==> src/rtl/bus_pkg.sv <==
`default_nettype none
// ============================================================================
//  Module      : bus_pkg
//  Description : Shared types and constants for the bus DMA copier.
//  Revision    : 1.0
// ============================================================================
package bus_pkg;

   typedef logic [2:0] state_t;

   localparam state_t ST_IDLE  = 3'd0;
   localparam state_t ST_READ  = 3'd1;
   localparam state_t ST_WRITE = 3'd2;
   localparam state_t ST_FIN   = 3'd3;
   localparam state_t ST_ERR   = 3'd4;

   localparam logic [1:0] ERR_NONE    = 2'd0;
   localparam logic [1:0] ERR_NOACK   = 2'd1;
   localparam logic [1:0] ERR_TIMEOUT = 2'd2;
   localparam logic [1:0] ERR_ALIGN   = 2'd3;

   localparam logic [31:0] WORD_BYTES = 32'd4;

endpackage
`default_nettype wire

==> src/rtl/bus_busy_timer.sv <==
`default_nettype none
// ============================================================================
//  Module      : bus_busy_timer
//  Description : Counts consecutive stalled cycles of one bus transfer.
//  Revision    : 1.0
// ============================================================================
module bus_busy_timer #(
   parameter int BUSY_TIMEOUT = 16
) (
   input  logic clk,
   input  logic reset,
   input  logic clear,
   input  logic tick,
   output logic expired
);
   import bus_pkg::*;

   localparam int c_cnt_w = $clog2(BUSY_TIMEOUT + 1);

   logic [c_cnt_w-1:0] r_count;

   always_ff @(posedge clk) begin
      if (reset || clear) begin
         r_count <= '0;
      end else if (tick) begin
         r_count <= r_count + c_cnt_w'(1);
      end
   end

   // Fires on the stalled cycle that brings the count up to the limit.
   assign expired = tick && (r_count == c_cnt_w'(BUSY_TIMEOUT - 1));

endmodule
`default_nettype wire

==> src/rtl/bus_dma_copier.sv <==
`default_nettype none
// ============================================================================
//  Module      : bus_dma_copier
//  Description : Bus master copying a block of words, one read then one write.
//  Revision    : 1.0
// ============================================================================
module bus_dma_copier #(
   parameter int BUSY_TIMEOUT = 16,
   parameter int LEN_W        = 16
) (
   input  logic             clk,
   input  logic             reset,
   input  logic             start,
   input  logic [31:0]      src_addr,
   input  logic [31:0]      dst_addr,
   input  logic [LEN_W-1:0] len,
   output logic             active,
   output logic             done,
   output logic             error,
   output logic [1:0]       err_code,
   output logic [31:0]      err_addr,
   output logic             rreq,
   output logic             wreq,
   output logic [31:0]      addr,
   output logic [31:0]      wdata,
   input  logic [31:0]      rdata,
   input  logic             busy,
   input  logic             ack
);
   import bus_pkg::*;

   state_t           r_state;
   logic             r_active;
   logic             r_done;
   logic             r_error;
   logic [1:0]       r_err_code;
   logic [31:0]      r_err_addr;
   logic             r_rreq;
   logic             r_wreq;
   logic [31:0]      r_addr;
   logic [31:0]      r_wdata;
   logic [31:0]      r_src;
   logic [31:0]      r_dst;
   logic [LEN_W-1:0] r_len;
   logic [LEN_W-1:0] r_idx;

   logic w_in_xfer;
   logic w_stall;
   logic w_expired;

   assign w_in_xfer = (r_state == ST_READ) || (r_state == ST_WRITE);
   assign w_stall   = w_in_xfer && ack && busy;

   bus_busy_timer #(
      .BUSY_TIMEOUT (BUSY_TIMEOUT)
   ) u_busy_timer (
      .clk     (clk),
      .reset   (reset),
      .clear   (!w_stall),
      .tick    (w_stall),
      .expired (w_expired)
   );

   always_ff @(posedge clk) begin
      if (reset) begin
         r_state    <= ST_IDLE;
         r_active   <= 1'b0;
         r_done     <= 1'b0;
         r_error    <= 1'b0;
         r_err_code <= ERR_NONE;
         r_err_addr <= '0;
         r_rreq     <= 1'b0;
         r_wreq     <= 1'b0;
         r_addr     <= '0;
         r_wdata    <= '0;
         r_src      <= '0;
         r_dst      <= '0;
         r_len      <= '0;
         r_idx      <= '0;
      end else begin
         r_done  <= 1'b0;
         r_error <= 1'b0;
         case (r_state)
            ST_IDLE: begin
               if (start) begin
                  r_active   <= 1'b1;
                  r_err_code <= ERR_NONE;
                  r_err_addr <= '0;
                  r_src      <= src_addr;
                  r_dst      <= dst_addr;
                  r_len      <= len;
                  r_idx      <= '0;
                  if (src_addr[1:0] != 2'b00) begin
                     r_state    <= ST_ERR;
                     r_err_code <= ERR_ALIGN;
                     r_err_addr <= src_addr;
                  end else if (dst_addr[1:0] != 2'b00) begin
                     r_state    <= ST_ERR;
                     r_err_code <= ERR_ALIGN;
                     r_err_addr <= dst_addr;
                  end else if (len == '0) begin
                     r_state <= ST_FIN;
                  end else begin
                     r_state <= ST_READ;
                     r_rreq  <= 1'b1;
                     r_addr  <= src_addr;
                  end
               end
            end

            ST_READ, ST_WRITE: begin
               if (!ack || w_expired) begin
                  r_state    <= ST_ERR;
                  r_rreq     <= 1'b0;
                  r_wreq     <= 1'b0;
                  r_err_code <= ack ? ERR_TIMEOUT : ERR_NOACK;
                  r_err_addr <= r_addr;
               end else if (!busy) begin
                  if (r_state == ST_READ) begin
                     r_wdata <= rdata;
                     r_rreq  <= 1'b0;
                     r_wreq  <= 1'b1;
                     r_addr  <= r_dst;
                     r_state <= ST_WRITE;
                  end else begin
                     // Next read issues straight after the write completes.
                     r_wreq <= 1'b0;
                     r_idx  <= r_idx + LEN_W'(1);
                     r_src  <= r_src + WORD_BYTES;
                     r_dst  <= r_dst + WORD_BYTES;
                     if (r_idx + LEN_W'(1) == r_len) begin
                        r_state <= ST_FIN;
                     end else begin
                        r_rreq  <= 1'b1;
                        r_addr  <= r_src + WORD_BYTES;
                        r_state <= ST_READ;
                     end
                  end
               end
            end

            ST_FIN: begin
               r_done   <= 1'b1;
               r_active <= 1'b0;
               r_state  <= ST_IDLE;
            end

            ST_ERR: begin
               r_error  <= 1'b1;
               r_active <= 1'b0;
               r_state  <= ST_IDLE;
            end

            default: begin
               r_state  <= ST_IDLE;
               r_active <= 1'b0;
               r_rreq   <= 1'b0;
               r_wreq   <= 1'b0;
            end
         endcase
      end
   end

   assign active   = r_active;
   assign done     = r_done;
   assign error    = r_error;
   assign err_code = r_err_code;
   assign err_addr = r_err_addr;
   assign rreq     = r_rreq;
   assign wreq     = r_wreq;
   assign addr     = r_addr;
   assign wdata    = r_wdata;

endmodule
`default_nettype wire

==> config.mk <==
export PLATFORM = sky130hd
export DESIGN_NAME = bus_dma_copier
export DESIGN_NICKNAME = d
export VERILOG_FILES = /design/src/rtl/bus_pkg.sv /design/src/rtl/bus_busy_timer.sv /design/src/rtl/bus_dma_copier.sv
export SDC_FILE = /design/constraint.sdc
export NUM_CORES = 1
export LEC_CHECK = 0
export ABC_AREA = 1
export CAP_MARGIN = 20
export CORE_UTILIZATION = 35
export CTS_CLUSTER_SIZE = 14
export DETAILED_ROUTE_END_ITERATION = 7
export GPL_TIMING_DRIVEN = 0
export PLACE_DENSITY = 0.66
export REMOVE_ABC_BUFFERS = 1
export SLEW_MARGIN = 20
export SYNTH_ARGS = -nofsm -noshare
export SYNTH_HDL_FRONTEND = slang
export SYNTH_HIERARCHICAL = 1
export SYNTH_SLANG_ARGS = --single-unit
==> constraint.sdc <==
create_clock -name clk -period 3 [get_ports clk]
set_input_delay 0.6 -clock clk [delete_from_list [all_inputs] [get_ports clk]]
set_output_delay 0.6 -clock clk [all_outputs]
set_load 0.01 [all_outputs]
==> impl_summary.md, run 1 <==
STA
The setup violation total in the final timing report is 0. Dividing the final minimum period by the clock period gives 0.952. The setup slack after layout is between 0.1 and 0.15 ns.

Setup repair after global routing left no endpoint under its margin. The final count of pins violating max slew is 0. The final-layout setup total negative slack is 0 ns. For the finished layout, the period the worst path requires is ~2.9 ns.

Based on the critical path, the design can be clocked at up to around 350 MHz. The count of final hold-check violations came to 0. The transition time at the pin with the least slew margin is approximately 0.72 ns. In this run the tightest slew margin relative to its limit is 0.515. The clock arrives with between 0.009 and 0.01 ns of skew.

Floorplanning
The initial cell density of the core is 0.357. After floorplanning, the core was sized to cover ~32000 um2. The die covers between 30000 and 40000 um2. The die is 182 um wide.

220 I/O pins were placed. The die height is around 180 um. After floorplanning, the core was divided into 65 placement rows.

Detailed routing
The average routed wire per standard cell is 17.1 um. The first routing iteration left ~940 violations. The first-pass iteration count of the detailed router is 5.

The vias after detailed routing is around 12k. After detailed routing, the number of remaining DRC violations is 0. The antenna violation net count after detailed routing is 0.

After detailed routing, the total wire length is between 40 and 50 mm. The via density per instance is between 5 and 6.

Clock network
The clock reaches the later pin of the worst-skew pair after approximately 0.54 ns. CTS built an H-tree with a depth of 1. The TritonCTS clock tree is built. The clock sink total is a little over 200. The clock tree root driver cell is sky130_fd_sc_hd__clkbuf_16.

TritonCTS created 26 clock buffers. The hold-fix buffer count after cts is 0. In this run the deepest clock path goes through 3 buffers. Clock-pin slew was measured on the worst setup and hold paths at roughly 0.060 ns.

Setup path
The critical path goes through clkdlybuf4s50_1 > nor2_4 > clkinv_2 > nor2_4 > inv_1 > nor3_1 > a21oi_1 > a31oi_1. The endpoint type of the worst setup path is a flop. Data on the critical path is required at its endpoint by 3.46 ns. The buffer and inverter count on the worst path is 3. The startpoint kind of the worst setup timing path is a primary input. The delay contributed by the slowest stage of the critical path is just under 0.6 ns. The worst setup path is of the primary input to flop kind. The slowest cell on the critical path is sky130_fd_sc_hd__clkdlybuf4s50_1. Along the worst path, the maximum fanout reaches 19.

The kind of cell adding the most delay to the critical path is buffers and inverters. The cell seen most often among critical-path stages is sky130_fd_sc_hd__nor2_4. At the worst endpoint, the arrival time is 3.31 ns.

Placed design
The quantity of I/O buffers inserted on ports is approximately 220. At the end of routability-driven placement, the weighted congestion stood at around 0.90. The post-detailed-placement half-perimeter wirelength is 26.5 mm. At the placement stage, the worst setup path has a slack of -1.19 ns.

The placed instances occupy a cell area of about 14000 um2.

GRT
For this run the aggregate overflow at the end of global routing stands at 0. The via count of the first global-routing pass is ~12k. The initial antenna violation count is 3. Entering global routing, the biggest net connects about 90 pins. The first global-routing pass estimated between 60 and 70 mm of wire.

The total routing usage reported by global routing is 0.235.

Yosys
The synthesized flop and latch total is 207. The leading register cell type out of synthesis is sky130_fd_sc_hd__dfxtp_1. Sorting the synthesized cells by area gives the leading types as sky130_fd_sc_hd__dfxtp_1 37%, sky130_fd_sc_hd__nand2_1 11%, sky130_fd_sc_hd__nor2_1 9.9%. The library cell with the highest instance count after synthesis is sky130_fd_sc_hd__nand2_1. The synthesized netlist contains 51 unique library cells.

The share of synthesized flip-flops with an asynchronous set or reset is 0. The number of flops mapped to enable cells by yosys is 0. Synthesis produced a netlist whose cell count is between 1.5k and 2k.

The largest total area in the synthesized netlist belongs to sky130_fd_sc_hd__dfxtp_1. The number of warnings issued by yosys is 6. By count the netlist is led by 335 x sky130_fd_sc_hd__nand2_1, 299 x sky130_fd_sc_hd__nor2_1, 207 x sky130_fd_sc_hd__dfxtp_1.

Dividing the synthesized area by the synthesized cell count gives 6.56 um2. The sequential cell area fraction in the yosys report is 0.367. The cell area after synthesis is ~11000 um2. Of the post-synthesis cell area, the dominant cell type holds 0.367.

Finish
The net count of the finished layout is around 2.0k. The share of post-route cells with drive strength above 1 is 0.0791. The summed area of non-filler cells in the final layout is roughly 15000 um2. The area growth from synthesis to layout is 34.1%. The end-of-flow core utilization is 0.479.

Power
Dividing total power by cell area gives a power density of 614 nW/um2. In this run the static leakage power is a little under 6 nW. The worst-case IR drop observed on VDD is around 0.42 mV. The overall power after layout is roughly 9.3 mW.

Run status
The run finished with clean final reports.

Min path
The type of the worst min-delay path is flop to flop.

Flow run
Across the run, the number of max-cap violations was 0.
## final timing paths
check / from / to / slack (ns) / cells after the start
hold reg to reg: rreq$_SDFFE_PP0P_ / rreq$_SDFFE_PP0P_ / 0.45 / 2
setup / recovery: src_addr[1] / err_addr[18]$_SDFFE_PP0P_ / 0.15 / 8
setup reg to reg: r_state[1]$_SDFFE_PP0P_ / r_idx[14]$_SDFFE_PP0P_ / 0.21 / 16
hold / removal: rreq$_SDFFE_PP0P_ / rreq$_SDFFE_PP0P_ / 0.45 / 2
## kinds of logic (layout without fill, tap and decap cells)
kind of cell / Yosys count / after routing / share of synthesized area
buf+inv: 233 / 441 / 0.0820
xor+xnor: 46 / 46 / 0.0382
compound gates: 390 / 390 / 0.191
flops: 207 / 207 / 0.367
fa+ha+maj: 5 / 5 / 0.00554
other cells: 0 / 3 / 0
simple gates: 840 / 845 / 0.316
## layout make-up
class	count	area [um2]
timing repair inverter	1	7.51
sequential	207	4150
antenna	3	7.51
fill	3134	16500
multi-input combinational	1286	6390
timing repair buffer	255	2640
clock buffer	33	718
tap	402	503
inverter	139	553
clock inverter	13	173
## cell usage in the layout (no fill, tap or decap), drive strengths merged, types with 3 or more instances in the layout
master	instances
nand2	341
nor2	324
clkdlybuf4s50	218
dfxtp	207
o21ai	191
inv	135
a21oi	111
nand3	96
nor3	40
buf	37
xor2	36
a31oi	34
clkbuf	33
nand4	20
a211oi	12
o221ai	11
nor4	10
xnor2	8
clkinv	8
or2	7
clkinvlp	6
a41oi	5
a22oi	5
a21boi	5
a221oi	5
ha	5
bufinv	4
diode	3
a32oi	3
## metrics by stage
step                      hold slack (ns)  std cells
after floorplan                     0.432       1627
after global placement              0.441       2248
after detailed placement            0.450       2263
after CTS                           0.437       2318
after global routing                0.455       2337
final                               0.454       2339
## report_power, final
part	switching [mW]	total, mW	internal [mW]
Combinational	1.49	2.54	1.05
Sequential	0.319	3.44	3.12
Clock	1.28	3.30	2.03
Total	3.09	9.29	6.20
## worst min-delay path: stages (launching register included)
cell and delay (ns):
sky130_fd_sc_hd__dfxtp_1 0.31, sky130_fd_sc_hd__inv_1 0.05, sky130_fd_sc_hd__a21oi_1 0.05
## registers in the layout, summed over array words and instances (netlist names)
name,count
r_len,16
error,1
done,1
r_dst,32
rreq,1
r_state,3
wreq,1
active,1
err_addr,32
u_busy_timer/r_count,5
r_src,32
addr,32
wdata,32
r_idx,16
err_code,2
## what timing repair did
item | CTS | global route
pin swaps | 6 | 4
gates cloned | 4 | 2
endpoints found under the setup margin | 175 | 143
setup buffers | 5 | 16
resized for setup | 16 | 17
## routing by layer
layer  GRT usage  share of wire  up-vias
met1       0.321           0.46     5796
met2       0.378           0.45      392
met3      0.0317          0.061       70
li1            -              -     6095
met4      0.0807          0.031        0
met5           0              0        -
Note: power is estimated with default switching activity, not from simulation.
==> inputs of run 2 (changes only) <==
- CAP_MARGIN: 20 -> default
- SETUP_SLACK_MARGIN: default -> 0.15
==> run 2 against run 1 <==
  * Clock power is essentially flat
  * Die area unchanged
  * Hold slack lost 0.0032 ns
  * Global-route usage is 0.19 points higher
  * Critical endpoint is now err_addr[12]$_SDFFE_PP0P_
==> impl_summary.md, run 2 (same netlist as run 1, synthesis figures left out) <==
Setup path
The arrival time of the worst setup path is 3.19 ns (was 3.31 ns). The startpoint kind of the worst setup timing path is a primary input (unchanged). The delay contributed by the slowest stage of the critical path is 0.55 ns (was 0.59 ns).

The required time reported for the critical path endpoint is 3.47 ns (was 3.46 ns). The endpoint type of the worst setup path is a flop (unchanged). The kind of critical path is primary input to flop (unchanged). The slowest cell on the critical path was sky130_fd_sc_hd__clkdlybuf4s50_1 (unchanged). The maximum fanout along the worst path is 19 (unchanged). The cell seen most often among critical-path stages is sky130_fd_sc_hd__nor2_4 (unchanged).

CP cell instances: clkdlybuf4s50_1 > nor2_4 > clkinv_2 > nor2_4 > inv_1 > o21ai_0 > a31oi_1 > a21oi_1 (was clkdlybuf4s50_1 > nor2_4 > clkinv_2 > nor2_4 > inv_1 > nor3_1 > a21oi_1 > a31oi_1). The logic depth of the worst register-to-register path was 16 (unchanged).

STA
The count of final hold-check violations is 0 (unchanged). The worst slack on hold paths is 0.451 ns (was 0.454 ns). The final count of pins violating max slew came to 0 (unchanged). The relative max-transition margin is 0.516 (was 0.515). The transition time at the pin with the least slew margin is 0.724 ns (was 0.725 ns).

The highest achievable clock rate is 367 MHz (was 350 MHz). The final-layout setup total negative slack was 0 ns (unchanged). The setup violation total in the final timing report came to 0 (unchanged).

The final worst clock skew came to 0.0119 ns (was 0.00994 ns). The minimum clock period came to 2.73 ns (was 2.85 ns). RSZ-0062 raised after global routing: false (unchanged).

The setup slack after layout is 0.273 ns (was 0.145 ns). The final worst-path cycle share is 0.909 (was 0.952).

Placed design
The worst setup slack after placement is -1.19 ns (unchanged). The post-detailed-placement half-perimeter wirelength came to 26.5 mm (unchanged). The cell count after placement is 2263 (unchanged). The quantity of I/O buffers inserted on ports is 219 (unchanged).

The final weighted congestion in routability-driven placement is 0.899 (unchanged).

Detailed routing
The final wirelength is 40.2 mm (was 40.1 mm). The antenna violation net count after detailed routing is 0 (unchanged). The via density per instance was 5.28 (about the same). The average routed wire per standard cell is 17.2 um (was 17.1 um). The post-detailed-route DRC marker count came to 0 (unchanged). The first-pass iteration count of the detailed router is 6 (was 5). The vias after detailed routing is 12.3k (was 12.4k). The DRC marker count from the first detailed-route iteration is 895 (was 937).

GRT
The via count of the first global-routing pass was 11.6k (about the same). The initial antenna violation count is 3 (unchanged). The first-pass GRT wire length came to 62.7 mm (was 62.3 mm). The largest net degree at the start of global routing was 91 (unchanged).

The total routing usage reported by global routing is 0.236 (was 0.235). The global-route congestion overflow total was 0 (unchanged).

Finish
The final non-filler cell total is 2337 (was 2339). The leading cell type in the layout, fill and taps excluded is sky130_fd_sc_hd__nand2_1 (unchanged). The end-of-flow core utilization came to 0.481 (was 0.479). The share of post-route cells with drive strength above 1 is 0.0813 (was 0.0791).

The net count of the finished layout is 2036 (was 2038). The area growth from synthesis to layout came to 34.6% (was 34.1%). The layout filler cell count is 3131 (was 3134).

Commonest cells after routing, fill and taps aside: 330 x sky130_fd_sc_hd__nand2_1, 288 x sky130_fd_sc_hd__nor2_1, 217 x sky130_fd_sc_hd__clkdlybuf4s50_1, 204 x sky130_fd_sc_hd__dfxtp_1, 189 x sky130_fd_sc_hd__o21ai_0 (was 330 x sky130_fd_sc_hd__nand2_1, 289 x sky130_fd_sc_hd__nor2_1, 218 x sky130_fd_sc_hd__clkdlybuf4s50_1, 206 x sky130_fd_sc_hd__dfxtp_1, 190 x sky130_fd_sc_hd__o21ai_0).

Clock network
The clock tree root driver cell is sky130_fd_sc_hd__clkbuf_16 (unchanged). The CTS buffer count is 26 (unchanged). The TritonCTS clock tree is built (unchanged).

The worst-skew pair later-pin latency was 0.54 ns (about the same). The clock sink total is 207 (unchanged). The clock-pin slew reported for the worst setup and hold paths after clock tree synthesis was 0.06 ns (about the same). The number of buffers on the longest clock path is 3 (unchanged). The number of H-tree levels is 1 (unchanged).

Run status
Result of the run: complete, no violations (unchanged).

Min path
The count of cells along the worst hold path was 2 (unchanged). The type of the worst min-delay path is primary input to flop (was flop to flop).

Flow run
The max-capacitance violation count is 0 (unchanged).

Floorplanning
The number of I/O pins is 220 (unchanged). The initial cell density of the core is 0.357 (unchanged). The die height is 182 um (unchanged).

The x dimension of the die was 182 um (unchanged). The die outline area is 33000 um2 (unchanged). The core box area was 31600 um2 (unchanged). The number of rows created at floorplan was 65 (unchanged).

Power
The static leakage power is 5.96 nW (was 5.93 nW). The power density relative to cell area is 616 nW/um2 (was 614 nW/um2). The largest voltage drop on the vdd net came to 0.420 mV (was 0.415 mV).
[run 2: cell types whose count changed in the layout (fill, tap and decap cells not counted), sizes merged]
cell and delta:
buf -3, bufbuf +1, clkdlybuf4s50 -1, dlymetal6s2s +1
[run 2: routing by layer]
metal  GRT usage  share of wire  vias to the layer above
li1            -              -                     6081
met1       0.322           0.45                     5754
met2       0.383           0.45                      440
met3      0.0317          0.067                       71
met4      0.0807          0.029                        0
met5           0              0                        -
[run 2: report_power, final]
part / leakage [nW] / total [mW] / switching, mW / internal, mW
clock: 0.432 / 3.32 / 1.29 / 2.03
sequential: 1.70 / 3.44 / 0.320 / 3.12
combinational: 3.83 / 2.61 / 1.51 / 1.10
total: 5.96 / 9.37 / 3.12 / 6.25
[run 2: metrics by stage]
stage | total power, mW | area, um2
after global routing | 9.82 | 15200
after global placement | 5.79 | 13600
after CTS | 9.33 | 15000
after floorplan | 4.74 | 10900
final | 9.37 | 15200
after detailed placement | 5.87 | 13900
[run 2: path summary, 6_finish.rpt]
kind | from | end | slack [ns]
worst max register to register | r_state[2]$_SDFFE_PP0P_ | r_idx[14]$_SDFFE_PP0P_ | 0.32
worst min-delay path | reset | r_idx[9]$_SDFFE_PP0P_ | 0.45
worst max-delay path | src_addr[0] | err_addr[12]$_SDFFE_PP0P_ | 0.27
worst min register to register | rreq$_SDFFE_PP0P_ | rreq$_SDFFE_PP0P_ | 0.46
[run 2: area by class of cell]
| cell class | count | area [um2] | share of cell area |
|---|---|---|---|
| well taps | 402 | 503 | 0.0331 |
| repair inverters | 1 | 7.51 | 0.000494 |
| clock buffers | 33 | 718 | 0.0472 |
| repair buffers | 253 | 2680 | 0.176 |
| flip-flops and latches | 207 | 4150 | 0.273 |
| inverters | 139 | 553 | 0.0364 |
| multi-input cells | 1286 | 6410 | 0.422 |
| diodes | 3 | 7.51 | 0.000494 |
| clock inverters | 13 | 173 | 0.0114 |
[run 2: what timing repair did]
action                     CTS  global route
hold buffers                 0             0
cloned                       5             2
gates resized for setup     21            22
pin swaps                    7             6
setup endpoints to repair  175           134
setup buffers                8            10
[run 2: worst max-delay path, delay by kind of cell]
kind / cells / cell delay, ns
buf+inv: 3 / 1.36
simple gates: 2 / 0.70
compound gates: 3 / 0.51
